===== src/rtl/multicycle_addsub_if.sv =====
// Handshake and operand/result bundle for the multi-cycle adder/subtractor.
// The requester drives the master side; the arithmetic unit implements the slave side.
interface multicycle_addsub_if #(
    parameter int WIDTH = 8
);
    logic             start;
    logic             sub;
    logic             cin;
    logic [WIDTH-1:0] A;
    logic [WIDTH-1:0] B;
    logic             busy;
    logic             done;
    logic [WIDTH-1:0] sum;
    logic             cout;
    logic             overflow;
    logic             zero;

    modport master (
        output start, sub, cin, A, B,
        input  busy, done, sum, cout, overflow, zero
    );

    modport slave (
        input  start, sub, cin, A, B,
        output busy, done, sum, cout, overflow, zero
    );
endinterface


===== src/rtl/multicycle_addsub.sv =====
// Shared multi-cycle adder/subtractor: one CHUNK-bit ripple slice per clock,
// carry held between cycles, results published together with a one-cycle done pulse.
//
// state | meaning
// IDLE  | waiting for start; results hold last completed op
// RUN   | one chunk per edge, cnt_q counts remaining chunks down to 0
module multicycle_addsub #(
    parameter int WIDTH = 8,
    parameter int CHUNK = 2
) (
    input  logic              clk,
    input  logic              reset,
    multicycle_addsub_if.slave bus
);
    localparam int NCHUNK = WIDTH / CHUNK;
    localparam int CNT_W  = (NCHUNK > 1) ? $clog2(NCHUNK) : 1;

    generate
        if (WIDTH < 2 || CHUNK < 1 || (WIDTH % CHUNK) != 0) begin : g_bad_params
            $error("multicycle_addsub: WIDTH must be >= 2 and a multiple of CHUNK");
        end
    endgenerate

    typedef enum logic {IDLE, RUN} state_t;

    state_t           state_q, state_d;
    logic             accept, finish;
    logic [WIDTH-1:0] a_q, b_q, res_q, res_d;
    logic             carry_q;
    logic [CNT_W-1:0] cnt_q;
    logic [CHUNK-1:0] slice_sum;
    logic             slice_cout, msb_cin;
    logic [WIDTH-1:0] sum_q;
    logic             done_q, cout_q, ovf_q, zero_q;

    always_ff @(posedge clk) begin
        if (reset) state_q <= IDLE;
        else       state_q <= state_d;
    end

    always_comb begin
        state_d = state_q;
        accept  = 1'b0;
        finish  = 1'b0;
        unique case (state_q)
            IDLE: begin
                if (bus.start) begin
                    accept  = 1'b1;
                    state_d = RUN;
                end
            end
            RUN: begin
                if (cnt_q == '0) begin
                    finish  = 1'b1;
                    state_d = IDLE;
                end
            end
            default: state_d = IDLE;
        endcase
    end

    // Operands shift right each cycle, so the active chunk always sits in the low bits.
    always_comb begin
        logic c;
        c         = carry_q;
        msb_cin   = carry_q;
        slice_sum = '0;
        for (int i = 0; i < CHUNK; i++) begin
            if (i == CHUNK - 1) msb_cin = c;
            slice_sum[i] = a_q[i] ^ b_q[i] ^ c;
            c            = (a_q[i] & b_q[i]) | (c & (a_q[i] ^ b_q[i]));
        end
        slice_cout = c;
        res_d      = (res_q >> CHUNK) | (WIDTH'(slice_sum) << (WIDTH - CHUNK));
    end

    always_ff @(posedge clk) begin
        if (reset) begin
            a_q     <= '0;
            b_q     <= '0;
            res_q   <= '0;
            carry_q <= 1'b0;
            cnt_q   <= '0;
            sum_q   <= '0;
            done_q  <= 1'b0;
            cout_q  <= 1'b0;
            ovf_q   <= 1'b0;
            zero_q  <= 1'b0;
        end else begin
            done_q <= finish;
            if (accept) begin
                a_q     <= bus.A;
                b_q     <= bus.B ^ {WIDTH{bus.sub}};
                carry_q <= bus.cin ^ bus.sub;
                cnt_q   <= CNT_W'(NCHUNK - 1);
                res_q   <= '0;
            end else if (state_q == RUN) begin
                a_q     <= a_q >> CHUNK;
                b_q     <= b_q >> CHUNK;
                carry_q <= slice_cout;
                cnt_q   <= cnt_q - CNT_W'(1);
                res_q   <= res_d;
            end
            // Final chunk: publish all flags in the same edge so no partial result is visible.
            if (finish) begin
                sum_q  <= res_d;
                cout_q <= slice_cout;
                ovf_q  <= slice_cout ^ msb_cin;
                zero_q <= (res_d == '0);
            end
        end
    end

    assign bus.busy     = (state_q == RUN);
    assign bus.done     = done_q;
    assign bus.sum      = sum_q;
    assign bus.cout     = cout_q;
    assign bus.overflow = ovf_q;
    assign bus.zero     = zero_q;
endmodule


===== src/flat_wrapper.sv =====
// flat-port wrapper written by rule: the top's interface ports become plain ports
module multicycle_addsub_flat 
#(
    parameter int WIDTH = 8,
    parameter int CHUNK = 2
)
  (clk, reset, bus_start, bus_sub, bus_cin, bus_A, bus_B, bus_busy, bus_done, bus_sum, bus_cout, bus_overflow, bus_zero);
  multicycle_addsub_if #(.WIDTH(WIDTH)) bus_i ();
  input  logic clk;
  input  logic reset;
  input wire logic [$bits(bus_i.start)-1:0] bus_start;
  input wire logic [$bits(bus_i.sub)-1:0] bus_sub;
  input wire logic [$bits(bus_i.cin)-1:0] bus_cin;
  input wire logic [$bits(bus_i.A)-1:0] bus_A;
  input wire logic [$bits(bus_i.B)-1:0] bus_B;
  output wire logic [$bits(bus_i.busy)-1:0] bus_busy;
  output wire logic [$bits(bus_i.done)-1:0] bus_done;
  output wire logic [$bits(bus_i.sum)-1:0] bus_sum;
  output wire logic [$bits(bus_i.cout)-1:0] bus_cout;
  output wire logic [$bits(bus_i.overflow)-1:0] bus_overflow;
  output wire logic [$bits(bus_i.zero)-1:0] bus_zero;
  assign bus_i.start = bus_start;
  assign bus_i.sub = bus_sub;
  assign bus_i.cin = bus_cin;
  assign bus_i.A = bus_A;
  assign bus_i.B = bus_B;
  assign bus_busy = bus_i.busy;
  assign bus_done = bus_i.done;
  assign bus_sum = bus_i.sum;
  assign bus_cout = bus_i.cout;
  assign bus_overflow = bus_i.overflow;
  assign bus_zero = bus_i.zero;
  multicycle_addsub #(.WIDTH(WIDTH), .CHUNK(CHUNK)) u_core (.clk(clk), .reset(reset), .bus(bus_i));
endmodule

===== config.mk =====
export PLATFORM = sky130hd
export DESIGN_NAME = multicycle_addsub_flat
export DESIGN_NICKNAME = d
export VERILOG_FILES = /design/src/rtl/multicycle_addsub_if.sv /design/src/rtl/multicycle_addsub.sv /design/src/flat_wrapper.sv
export SDC_FILE = /design/constraint.sdc
export NUM_CORES = 1
export LEC_CHECK = 0
export CORE_ASPECT_RATIO = 1.75
export CORE_MARGIN = 3
export CORE_UTILIZATION = 50
export CTS_CLUSTER_DIAMETER = 100
export DETAILED_ROUTE_END_ITERATION = 10
export GPL_TIMING_DRIVEN = 0
export PLACE_DENSITY = 0.89
export SKIP_LAST_GASP = 1
export SLEW_MARGIN = 20
export SYNTH_ARGS = -nofsm -noshare
export SYNTH_HDL_FRONTEND = slang
export SYNTH_SLANG_ARGS = --single-unit

===== constraint.sdc =====
create_clock -name clk -period 3.8 [get_ports clk]
set_input_delay 0.76 -clock clk [delete_from_list [all_inputs] [get_ports clk]]
set_output_delay 0.76 -clock clk [all_outputs]
set_load 0.05 [all_outputs]

==> summary.txt <==
Global route
  – Total track usage: 0.178
  – Gr ovfl total: 0
  – Initial antenna violation count: 0
  – Largest net degree at the start of global routing: 14
  – First-pass GRT wire length: 5.71 mm
  – Vias in the first global route: 1247

Worst setup path
  – Largest stage delay on the critical path: 0.80 ns
  – Critical path class: flip-flop to output pin
  – Worst Path Required: 3.04 ns
  – Critical path peak fanout: 2
  – Slowest CP cell: clkdlybuf4s50_1
  – Worst Path Arrival: 1.43 ns
  – CP top delay family: buffers and inverters
  – Worst setup EP type: output pin
  – CP Buf/Inv Count: 1
  – Critical path startpoint category: flip-flop
  – Crit-path cells: clkdlybuf4s50_1

Timing
  – Fin crit period: 2.19 ns
  – Clock skew: 0.00853 ns
  – Period Utilization, post-route: 0.577
  – Hold Vio Cnt, Final: 0
  – Worst Hold Margin: 0.455 ns
  – Fin Setup TNS: 0 ns
  – Max Freq: 456 MHz
  – Final setup vio count: 0
  – Worst-margin pin slew: 0.523 ns
  – Slew HR: 0.651
  – Max Slew Vio Count: 0
  – RSZ-0062 raised after global routing: false

Synth
  – Post-synthesis compound-gate area fraction: 0.144
  – Main combinational cell family by area after synthesis: simple AND/OR/NAND/NOR gates
  – Most used DFF post-synth: dfxtp_1
  – Synth top area share: 0.438
  – Synth cell types: 25
  – Synth Instances: 188
  – Multiplexer share of the synthesized area: 0.0850
  – Cell Area, Synth: 0.00174 sq mm
  – Async SR Flop Fraction: 0
  – Synth Area in XOR/XNOR: 0.0504
  – Area share of fa/ha/maj cells after synthesis: 0.0302
  – Commonest cells in the netlist: dfxtp_1, nor2_1, nand2_1
  – Cell with the most instances after synthesis: dfxtp_1
  – Sequential element share of the synthesized area: 0.438
  – Simple-Gate Fraction of Synth Area: 0.161
  – Syn_area_per_cell: 9.24 sq um
  – EDFF count, synth: 0
  – Yosys reg bits: 38
  – Warnings, synthesis: 0
  – Largest cells by area after synthesis: dfxtp_1, nor2_1, a21oi_1
  – Post-synthesis net count: 212
  – Leading area contributor after synthesis: dfxtp_1

Die
  – FP Rows: 27
  – Starting Density: 0.536
  – Die area: 0.00425 sq mm
  – Core box area: 0.00324 sq mm
  – DIE WIDTH: 50.6 um
  – I/O pin count: 34
  – Die Y-Extent: 84.0 um

Placed design
  – Port buffer count: 30
  – DP Cell Count: 261
  – Placer Congestion: 0.791
  – HPWL after detailed placement: 2.55 mm

CTS
  – Root Driver: clkbuf_8
  – CTS Buf Count: 5
  – Clock sink total: 38
  – CTS Hold Buffers Added: 0
  – Clk slew on worst S/H paths: 0.08 ns
  – Post-CTS Resized: 0
  – CTS tree: done
  – Postcts setup bufs: 0
  – CTS H-tree lvls: 2
  – Worst-case clock buffer depth: 2
  – Clk_lat worst skew: 0.29 ns

Run
  – Max-Cap Viols: 0

Detailed routing
  – Total wire length: 3.43 mm
  – Drt first pass iters: 4
  – DR DRC count: 0
  – Vias: 1394
  – Routed len/inst: 12.7 um
  – Initial detailed-routing violation count: 35
  – Antenna Nets Post-Route: 0
  – Drt via density: 5.18

Final layout
  – Area taken by flip-flops and latches: 761 sq um
  – Filler cell count: 284
  – Area grow syn2layout: 26.9%
  – Final non-filler cell total: 269
  – Nets: 249
  – Number of antenna diodes: 0
  – Area of the multi-input gates: 818 sq um
  – Share of layout cells above drive strength 1: 0.137

Pwr
  – PD cells: 435 mW/mm^2
  – Lkg Pwr: 0.822 nW
  – Peak supply drop: 360 uV

Outcome
  – Run status: finished, final reports clean

Hold path
  – Hold Crit Class: flip-flop to flip-flop
==> metrics by stage <==
stage                     instance area [sq um]  worst slack (ns)  utilization  total power [mW]
final                                      2210              1.61        0.680             0.959
after floorplan                            1740              1.98            -             0.575
after detailed placement                   2090              1.82        0.645             0.631
after global routing                       2210              1.56        0.680              1.00
after global placement                     2090              1.86        0.645             0.625
after CTS                                  2210              1.59        0.680             0.966
==> flip-flops by register name, summed over array words and instances, names as in the netlist, 2 cells and up <==
name and cells:
u_core.a_q 8, u_core.b_q 8, u_core.bus.sum 8, u_core.cnt_q 2, u_core.res_q 6
==> cell usage in the layout (no fill, tap or decap), drive strengths merged, types with 5 or more instances in the layout <==
master	Yosys	final
buf	12	12
inv	9	9
nor3b	6	6
nand2	20	20
a211o	7	7
mux2i	8	8
xnor2	10	10
clkbuf	4	9
a21oi	20	20
nor3	5	5
mux2	6	6
nor2	27	27
a211oi	6	6
dfxtp	38	38
clkdlybuf4s50	0	30
==> path summary, 6_finish.rpt <==
check,cells after the start,to,start,slack [ns]
max reg2reg,6,u_core.bus.zero,u_core.carry_q,1.82
min reg2reg,2,u_core.bus.sum[3],u_core.bus.sum[3],0.45
max,1,bus_busy,u_core.bus.busy,1.61
min,2,u_core.bus.sum[3],u_core.bus.sum[3],0.45
==> per-layer routing <==
metal | GRT usage | vias up | routed length [um]
met1 | 0.191 | 655 | 1320
met5 | 0 | - | 0
li1 | - | 701 | -
met4 | 0.0662 | 0 | 59
met3 | 0.0483 | 4 | 160
met2 | 0.320 | 34 | 1890
==> worst register-to-register path: stages (launching register included) <==
cell and delay [ns]:
dfxtp_1 0.33, inv_1 0.06, fa_1 0.47, fa_1 0.57, nor4bb_1 0.25, nand3_1 0.11, a21oi_1 0.13
==> logic make-up after synthesis <==
| logic type | after synthesis |
|---|---|
| and+or+nand+nor | 63 |
| buffers and inverters | 25 |
| muxes | 14 |
| adders and majority gates | 3 |
| AOI/OAI and AO/OA | 35 |
| xor gates and xnor gates | 10 |
| DFF | 38 |
==> layout make-up <==
cell class              count  area share
clock inverters             3      0.0204
repair buffers             30       0.136
flip-flops and latches     38       0.345
inverters                   9      0.0153
multi-input cells         125       0.371
clock buffers               5      0.0312
well taps                  43      0.0244
plain buffers              16      0.0567
==> power breakdown <==
group	switching (mW)	internal, mW	total [mW]	leakage [nW]
Sequential	0.0126	0.422	0.435	0.311
Combinational	0.0983	0.0872	0.185	0.461
Clock	0.143	0.195	0.338	0.0504
Total	0.254	0.705	0.959	0.822
Note: power is estimated with default switching activity, not from simulation.
